File: src/rtl/trap_status_stack_pkg.sv
// Shared definitions for the mstatus/sstatus privilege-stack block:
// core configuration struct, mstatus bit positions, sstatus read mask
// and the floating-point state encoding.
package trap_status_stack_pkg;

    // Core configuration subset consumed by the status stack.
    typedef struct packed {
        int         XLEN;
        logic       U_SUPPORTED;
        logic       S_SUPPORTED;
        logic [1:0] M_MODE;
        logic [1:0] S_MODE;
        logic [1:0] U_MODE;
    } cvw_t;

    localparam cvw_t DEFAULT_CFG = '{
        XLEN:        64,
        U_SUPPORTED: 1'b1,
        S_SUPPORTED: 1'b1,
        M_MODE:      2'b11,
        S_MODE:      2'b01,
        U_MODE:      2'b00
    };

    // mstatus bit positions
    localparam int SIE_BIT  = 1;
    localparam int MIE_BIT  = 3;
    localparam int SPIE_BIT = 5;
    localparam int MPIE_BIT = 7;
    localparam int SPP_BIT  = 8;
    localparam int MPP_LSB  = 11;
    localparam int FS_LSB   = 13;
    localparam int MPRV_BIT = 17;
    localparam int SUM_BIT  = 18;
    localparam int MXR_BIT  = 19;
    localparam int TVM_BIT  = 20;
    localparam int TW_BIT   = 21;
    localparam int TSR_BIT  = 22;

    // Low part of the sstatus view: SIE, SPIE, SPP, FS, SUM, MXR.
    // SD (bit XLEN-1) is added by the top, since its position depends on XLEN.
    localparam logic [31:0] SSTATUS_MASK_LOW = 32'h000C_6122;

    // Floating-point unit context state.
    typedef enum logic [1:0] {
        OFF     = 2'b00,
        INITIAL = 2'b01,
        CLEAN   = 2'b10,
        DIRTY   = 2'b11
    } fs_state_t;

endpackage

File: src/rtl/trap_status_stack_fs_tracker.sv
// FS state machine: tracks whether floating-point context is Off, Initial,
// Clean or Dirty. Only instantiated when STATUS_FS_TRACK_EN is defined.
module status_fs_tracker
    import trap_status_stack_pkg::*;
(
    input  logic       clk_i,
    input  logic       rst_ni,
    input  logic       stall_i,
    input  logic       freg_write_i,
    input  logic       csr_wr_en_i,    // already qualified by stall and update priority
    input  logic [1:0] csr_wr_fs_i,
    output logic [1:0] fs_o
);

    fs_state_t state_q;
    fs_state_t state_d;

    // State register; reset puts the FPU context Off.
    always_ff @(posedge clk_i or negedge rst_ni) begin
        if (!rst_ni) begin
            state_q <= OFF;
        end else begin
            state_q <= state_d;
        end
    end

    // Next state: a CSR write wins over an FP register write in the same cycle.
    always_comb begin
        state_d = state_q;
        if (csr_wr_en_i) begin
            state_d = fs_state_t'(csr_wr_fs_i);
        end else if (freg_write_i && !stall_i && (state_q != OFF)) begin
            state_d = DIRTY;
        end
    end

    assign fs_o = state_q;

endmodule

File: src/rtl/trap_status_stack.sv
// mstatus/sstatus privilege-stack fields (MIE/MPIE/MPP, SIE/SPIE/SPP, MPRV,
// SUM, MXR, TVM, TW, TSR, FS). Updated on traps, mret/sret and CSR writes,
// one update per cycle with priority trap > mret > sret > mstatus > sstatus.
// Optional macro STATUS_FS_TRACK_EN enables the FS state machine; without it
// FS and SD read as zero and FRegWriteM is ignored.
module trap_status_stack
    import trap_status_stack_pkg::*;
#(
    parameter cvw_t P = DEFAULT_CFG
) (
    input  logic               clk,
    input  logic               reset,
    input  logic               StallW,
    input  logic               TrapM,
    input  logic               mretM,
    input  logic               sretM,
    input  logic [1:0]         PrivilegeModeW,
    input  logic [1:0]         NextPrivilegeModeM,
    input  logic               WriteMSTATUSM,
    input  logic               WriteSSTATUSM,
    input  logic [P.XLEN-1:0]  CSRWriteValM,
    input  logic               FRegWriteM,
    output logic [P.XLEN-1:0]  MSTATUS_REGW,
    output logic [P.XLEN-1:0]  SSTATUS_REGW,
    output logic               STATUS_MIE,
    output logic               STATUS_SIE,
    output logic               STATUS_MPRV,
    output logic               STATUS_SUM,
    output logic               STATUS_MXR,
    output logic               STATUS_TVM,
    output logic               STATUS_TW,
    output logic               STATUS_TSR,
    output logic [1:0]         STATUS_MPP,
    output logic               STATUS_SPP,
    output logic [1:0]         STATUS_FS
);

    localparam int XLEN = P.XLEN;
    localparam logic [XLEN-1:0] SSTATUS_MASK =
        XLEN'(SSTATUS_MASK_LOW) | (XLEN'(1) << (XLEN - 1));

    logic       mie_q,  mie_d;
    logic       mpie_q, mpie_d;
    logic [1:0] mpp_q,  mpp_d;
    logic       sie_q,  sie_d;
    logic       spie_q, spie_d;
    logic       spp_q,  spp_d;
    logic       mprv_q, mprv_d;
    logic       sum_q,  sum_d;
    logic       mxr_q,  mxr_d;
    logic       tvm_q,  tvm_d;
    logic       tw_q,   tw_d;
    logic       tsr_q,  tsr_d;

    logic [1:0] fs_cur;
    logic [1:0] wr_mpp;
    logic       wr_mpp_legal;
    logic       trap_to_s;

    assign trap_to_s = P.S_SUPPORTED && (NextPrivilegeModeM == P.S_MODE);
    assign wr_mpp    = CSRWriteValM[MPP_LSB +: 2];

    // MPP accepts only modes the core implements; 2'b10 is reserved.
    always_comb begin
        wr_mpp_legal = 1'b0;
        if (wr_mpp == P.M_MODE) begin
            wr_mpp_legal = 1'b1;
        end else if ((wr_mpp == P.S_MODE) && P.S_SUPPORTED) begin
            wr_mpp_legal = 1'b1;
        end else if ((wr_mpp == P.U_MODE) && P.U_SUPPORTED) begin
            wr_mpp_legal = 1'b1;
        end
    end

    // Next-state selection for all privilege-stack fields.
    always_comb begin
        mie_d  = mie_q;
        mpie_d = mpie_q;
        mpp_d  = mpp_q;
        sie_d  = sie_q;
        spie_d = spie_q;
        spp_d  = spp_q;
        mprv_d = mprv_q;
        sum_d  = sum_q;
        mxr_d  = mxr_q;
        tvm_d  = tvm_q;
        tw_d   = tw_q;
        tsr_d  = tsr_q;

        if (!StallW) begin
            if (TrapM) begin
                if (trap_to_s) begin
                    spie_d = sie_q;
                    sie_d  = 1'b0;
                    spp_d  = PrivilegeModeW[0];
                end else begin
                    mpie_d = mie_q;
                    mie_d  = 1'b0;
                    mpp_d  = PrivilegeModeW;
                end
            end else if (mretM) begin
                mie_d  = mpie_q;
                mpie_d = 1'b1;
                mpp_d  = P.U_SUPPORTED ? P.U_MODE : P.M_MODE;
                if (mpp_q != P.M_MODE) begin
                    mprv_d = 1'b0;
                end
            end else if (sretM) begin
                sie_d  = spie_q;
                spie_d = 1'b1;
                spp_d  = 1'b0;
                mprv_d = 1'b0;
            end else if (WriteMSTATUSM) begin
                sie_d  = CSRWriteValM[SIE_BIT];
                mie_d  = CSRWriteValM[MIE_BIT];
                spie_d = CSRWriteValM[SPIE_BIT];
                mpie_d = CSRWriteValM[MPIE_BIT];
                spp_d  = CSRWriteValM[SPP_BIT];
                if (wr_mpp_legal) begin
                    mpp_d = wr_mpp;
                end
                mprv_d = CSRWriteValM[MPRV_BIT];
                sum_d  = CSRWriteValM[SUM_BIT];
                mxr_d  = CSRWriteValM[MXR_BIT];
                tvm_d  = CSRWriteValM[TVM_BIT];
                tw_d   = CSRWriteValM[TW_BIT];
                tsr_d  = CSRWriteValM[TSR_BIT];
            end else if (WriteSSTATUSM) begin
                sie_d  = CSRWriteValM[SIE_BIT];
                spie_d = CSRWriteValM[SPIE_BIT];
                spp_d  = CSRWriteValM[SPP_BIT];
                sum_d  = CSRWriteValM[SUM_BIT];
                mxr_d  = CSRWriteValM[MXR_BIT];
            end
        end

        // Fields of unimplemented privilege levels are hardwired.
        if (!P.S_SUPPORTED) begin
            sie_d  = 1'b0;
            spie_d = 1'b0;
            spp_d  = 1'b0;
            sum_d  = 1'b0;
            mxr_d  = 1'b0;
            tvm_d  = 1'b0;
            tsr_d  = 1'b0;
        end
        if (!P.U_SUPPORTED) begin
            mprv_d = 1'b0;
            tw_d   = 1'b0;
            mpp_d  = P.M_MODE;
        end
    end

    // Field registers; MPP resets to machine mode, everything else to 0.
    always_ff @(posedge clk or negedge reset) begin
        if (!reset) begin
            mie_q  <= 1'b0;
            mpie_q <= 1'b0;
            mpp_q  <= P.M_MODE;
            sie_q  <= 1'b0;
            spie_q <= 1'b0;
            spp_q  <= 1'b0;
            mprv_q <= 1'b0;
            sum_q  <= 1'b0;
            mxr_q  <= 1'b0;
            tvm_q  <= 1'b0;
            tw_q   <= 1'b0;
            tsr_q  <= 1'b0;
        end else begin
            mie_q  <= mie_d;
            mpie_q <= mpie_d;
            mpp_q  <= mpp_d;
            sie_q  <= sie_d;
            spie_q <= spie_d;
            spp_q  <= spp_d;
            mprv_q <= mprv_d;
            sum_q  <= sum_d;
            mxr_q  <= mxr_d;
            tvm_q  <= tvm_d;
            tw_q   <= tw_d;
            tsr_q  <= tsr_d;
        end
    end

    // Only part of the write data maps onto implemented fields.
    logic unused_csr_wdata;
    assign unused_csr_wdata = ^CSRWriteValM;

`ifdef STATUS_FS_TRACK_EN
    logic fs_csr_wr_en;

    // FS is written only when a CSR write is the winning update this cycle.
    assign fs_csr_wr_en = !StallW && !TrapM && !mretM && !sretM &&
                          (WriteMSTATUSM || WriteSSTATUSM);

    status_fs_tracker u_fs_tracker (
        .clk_i        (clk),
        .rst_ni       (reset),
        .stall_i      (StallW),
        .freg_write_i (FRegWriteM),
        .csr_wr_en_i  (fs_csr_wr_en),
        .csr_wr_fs_i  (CSRWriteValM[FS_LSB +: 2]),
        .fs_o         (fs_cur)
    );
`else
    logic unused_fregwrite;
    assign unused_fregwrite = FRegWriteM;
    assign fs_cur = 2'b00;
`endif

    // Assemble the architectural read views from the field registers.
    always_comb begin
        MSTATUS_REGW              = '0;
        MSTATUS_REGW[SIE_BIT]     = sie_q;
        MSTATUS_REGW[MIE_BIT]     = mie_q;
        MSTATUS_REGW[SPIE_BIT]    = spie_q;
        MSTATUS_REGW[MPIE_BIT]    = mpie_q;
        MSTATUS_REGW[SPP_BIT]     = spp_q;
        MSTATUS_REGW[MPP_LSB +: 2] = mpp_q;
        MSTATUS_REGW[FS_LSB +: 2] = fs_cur;
        MSTATUS_REGW[MPRV_BIT]    = mprv_q;
        MSTATUS_REGW[SUM_BIT]     = sum_q;
        MSTATUS_REGW[MXR_BIT]     = mxr_q;
        MSTATUS_REGW[TVM_BIT]     = tvm_q;
        MSTATUS_REGW[TW_BIT]      = tw_q;
        MSTATUS_REGW[TSR_BIT]     = tsr_q;
        MSTATUS_REGW[XLEN-1]      = (fs_cur == 2'b11);
    end

    assign SSTATUS_REGW = MSTATUS_REGW & SSTATUS_MASK;

    assign STATUS_MIE  = mie_q;
    assign STATUS_SIE  = sie_q;
    assign STATUS_MPRV = mprv_q;
    assign STATUS_SUM  = sum_q;
    assign STATUS_MXR  = mxr_q;
    assign STATUS_TVM  = tvm_q;
    assign STATUS_TW   = tw_q;
    assign STATUS_TSR  = tsr_q;
    assign STATUS_MPP  = mpp_q;
    assign STATUS_SPP  = spp_q;
    assign STATUS_FS   = fs_cur;

endmodule

File: config.mk
export PLATFORM = sky130hd
export DESIGN_NAME = trap_status_stack
export DESIGN_NICKNAME = d
export VERILOG_FILES = /design/src/rtl/trap_status_stack_pkg.sv /design/src/rtl/trap_status_stack_fs_tracker.sv /design/src/rtl/trap_status_stack.sv
export SDC_FILE = /design/constraint.sdc
export NUM_CORES = 1
export LEC_CHECK = 0
export BUFFER_PORTS_ARGS = -buffer_cell sky130_fd_sc_hd__buf_2
export CORE_AREA = 2 2 84 86
export CTS_CLUSTER_SIZE = 12
export DETAILED_ROUTE_END_ITERATION = 6
export DIE_AREA = 0 0 86 88
export GPL_ROUTABILITY_DRIVEN = 0
export PLACE_DENSITY_LB_ADDON = 0.1
export SLEW_MARGIN = 20
export SYNTH_ARGS = -nofsm -noshare
export SYNTH_HDL_FRONTEND = slang
export SYNTH_SLANG_ARGS = --single-unit
export TNS_END_PERCENT = 30
File: constraint.sdc
create_clock -name clk -period 2.4 [get_ports clk]
set_input_delay 0.48 -clock clk [delete_from_list [all_inputs] [get_ports clk]]
set_output_delay 0.48 -clock clk [all_outputs]
set_load 0.01 [all_outputs]
==> summary.md <==
| Metric | Value |
|---|---|
| Total GRT Usage | `0.06199` |
| Clock Skews | `around 0.00038 ns` |
| Cell variety after synth | `30` |
| CP Launch Type | `input pin` |
| Diodes inserted | `0` |
| #FFs+latches synth | `13` |
| IO buf count | `53` |
| Post-synth EDFFs | `0` |
| Post-synth top cells | `130 x buf_4, 11 x dfrtp_1, 8 x nor2_1, 5 x mux2_2, 5 x nand2_1` |
| TritonCTS Buffers | `3` |
| Clock tree sinks | `13` |
| Most common cell in the synthesized netlist | `buf_4` |
| Nets@finish | `308` |
| Max_cap viols | `0` |
| Storage element area | `between 300 and 400 sq um` |
| Fillers | `between 700 and 800` |
| Total Power | `~840 uW` |
| Synthesized area | `1674 sq um` |
| # H-tree levels | `1` |
| Maximum vdd ir drop | `0.09479 mV` |
| Fin crit period | `1.537 ns` |
| Final hold violation count | `0` |
| TritonCTS clock tree | `yes` |
| Initial DRC Count | `14` |
| DP Wirelength | `between 2000 and 2500 um` |
| Setup TNS | `0 ns` |
| Clk Tree Root Cell | `clkbuf_8` |
| RSZ-0062 raised after global routing | `no` |
| Area Overhead vs Synth | `-10.09%` |
| Die width | `about 86 um` |
| Final setup violation count | `0` |
| Residual DRC | `0` |
| Post-CTS Setup Inserts | `0` |
| Wirelength, routed | `2753 um` |
| Layout cells sized above 1 | `0.3087` |
| # hold bufs at CTS | `0` |
| Initial core utilization | `0.2520` |
| Drt first pass iters | `4` |
| DIE AREA | `approximately 7600 sq um` |
| CP max FO | `14` |
| Multi-input logic area | `767.0 sq um` |
| Mean area per synthesized cell | `8.585 sq um` |
| Largest net degree at the start of global routing | `15` |
| Synth warn | `0` |
| Core Area | `6644 sq um` |
| Resized cells post-CTS | `0` |
| Clock transition at path regs | `0.06 ns` |
| IO Count | `around 220` |
| WP data arrival | `1.67 ns` |
| Vias | `958` |
| Final std cells w/o fill | `310` |
| Util after Layout | `0.2266` |
| Final worst-path cycle share | `0.6404` |
| Syn Inst Count | `195` |
| Fin. max-slew vios | `0` |
| Fmax | `650.7 MHz` |
| Worst skew pair latency | `~0.24 ns` |
| Grt total ovfl | `0` |
| Area leader, netlist | `buf_4` |
| Initial antenna violation count | `0` |
| Setup CP Type | `input pin to flop` |
| Async S/R FF share, synth | `1.000` |
| Setup crit end kind | `flop` |
| Vias per cell | `~3` |
| P per Cell Area | `556.6 nW/um^2` |
| Run status | `finished, final reports clean` |
| First-pass GRT wire length | `~3500 um` |
| Static leakage | `0.0009058 uW` |
| Worst hold path type | `input pin to async pin` |
| # rows | `30` |
| Post-route ant nets | `0` |
| Cells after DPL | `306` |
| Number of global-route vias before repair | `708` |
| Avg WL per Cell | `8.881 um` |
| Synth top area cells | `buf_4 58%, dfrtp_1 16%, mux2_2 3.4%` |
| Sequential share of the synthesized area | `0.1958` |
| Synth Flop Type | `dfrtp_1` |
| Req. time, crit path | `2.53 ns` |
| Post-synth top area share | `0.5830` |
| Clock Path Buffers | `2` |
| Die H | `88 um` |
final cells by class:
cell class / count / share of cell area
timing repair buffer: 53 / 0.1762
clock buffer: 4 / 0.02993
tap: 80 / 0.06650
multi-input combinational: 160 / 0.5096
sequential: 13 / 0.2178
flip-flops by register name (all words and copies together) (netlist names):
register,count
STATUS_MXR,1
STATUS_TVM,1
spie_q,1
mpie_q,1
STATUS_MPP,2
STATUS_SPP,1
STATUS_SUM,1
STATUS_TW,1
STATUS_MIE,1
STATUS_TSR,1
STATUS_SIE,1
STATUS_MPRV,1
where the power goes:
group,switching (uW),internal [uW],leakage [uW]
logic,207,127,0.000724
registers,35.2,267,0.000159
clock network,83.9,117,0.0000228
critical path, cell delays in order:
cell    delay (ns)
buf_2         0.19
or3_4         0.41
nor3_2        0.23
mux2_2        0.36
through the flow:
stage,hold slack [ns],setup WS [ns],cell area [sq um]
2_1_floorplan,0.1844,0.7539,2091
3_3_place_gp,0.4004,0.5915,1460
3_5_place_dp,0.4091,0.5851,1460
4_1_cts,0.1393,0.8525,1505
5_1_grt,0.1599,0.8065,1505
6_report,0.1278,0.8632,1505
per-layer routing:
| layer | global-route usage | up-vias | part of all wire |
|---|---|---|---|
| met4 | 0.02597 | 0 | 0.0069 |
| met2 | 0.1015 | 86 | 0.46 |
| li1 | - | 451 | - |
| met5 | 0 | - | 0 |
| met1 | 0.07905 | 419 | 0.40 |
| met3 | 0.01320 | 2 | 0.13 |
logic make-up (layout without fill, tap and decap cells):
group | Yosys count | in the layout | synth area share
buf+inv | 133 | 57 | 0.5949
simple gates | 25 | 25 | 0.08072
compound gates | 13 | 13 | 0.05381
flops | 13 | 13 | 0.1958
mux | 10 | 10 | 0.07249
other cells | 1 | 112 | 0.002240
cell usage in the layout (no fill, tap or decap):
| cell | synthesis | routed |
|---|---|---|
| a2bb2oi_1 | 1 | 1 |
| a22o_1 | 1 | 1 |
| mux2_2 | 5 | 5 |
| o22a_2 | 1 | 1 |
| or2_4 | 1 | 1 |
| a32o_1 | 1 | 1 |
| nand3b_1 | 1 | 1 |
| conb_1 | 1 | 112 |
| nor2b_1 | 1 | 1 |
| buf_2 | 1 | 53 |
| a21oi_1 | 2 | 2 |
| o21ai_0 | 4 | 4 |
| clkbuf_8 | 0 | 3 |
| or2b_2 | 1 | 1 |
| a22oi_1 | 2 | 2 |
| nor3_1 | 3 | 3 |
| dfstp_2 | 2 | 2 |
| mux2_4 | 3 | 3 |
| nand3_1 | 1 | 1 |
| nand2b_1 | 1 | 1 |
| nor3_2 | 1 | 1 |
| nand2_1 | 5 | 5 |
| dfrtp_1 | 11 | 11 |
| o31ai_1 | 1 | 1 |
| clkbuf_1 | 1 | 1 |
| or3_4 | 1 | 1 |
| and2b_1 | 1 | 1 |
| mux2i_1 | 2 | 2 |
| nor2_1 | 8 | 8 |
path summary, 6_finish.rpt:
kind	from	cells after the start	to	slack, ns
worst min register to register	STATUS_SPP	2	STATUS_SPP	0.52
max in group asynchronous	reset	1	STATUS_MPP[0]	1.98
worst min-delay path	reset	1	STATUS_SUM	0.13
worst max register to register	mpie_q	3	STATUS_MIE	1.46
worst max-delay path	TrapM	4	STATUS_MXR	0.86
min in group clk	CSRWriteValM[21]	2	STATUS_TW	0.47
Note: power is estimated with default switching activity, not from simulation.
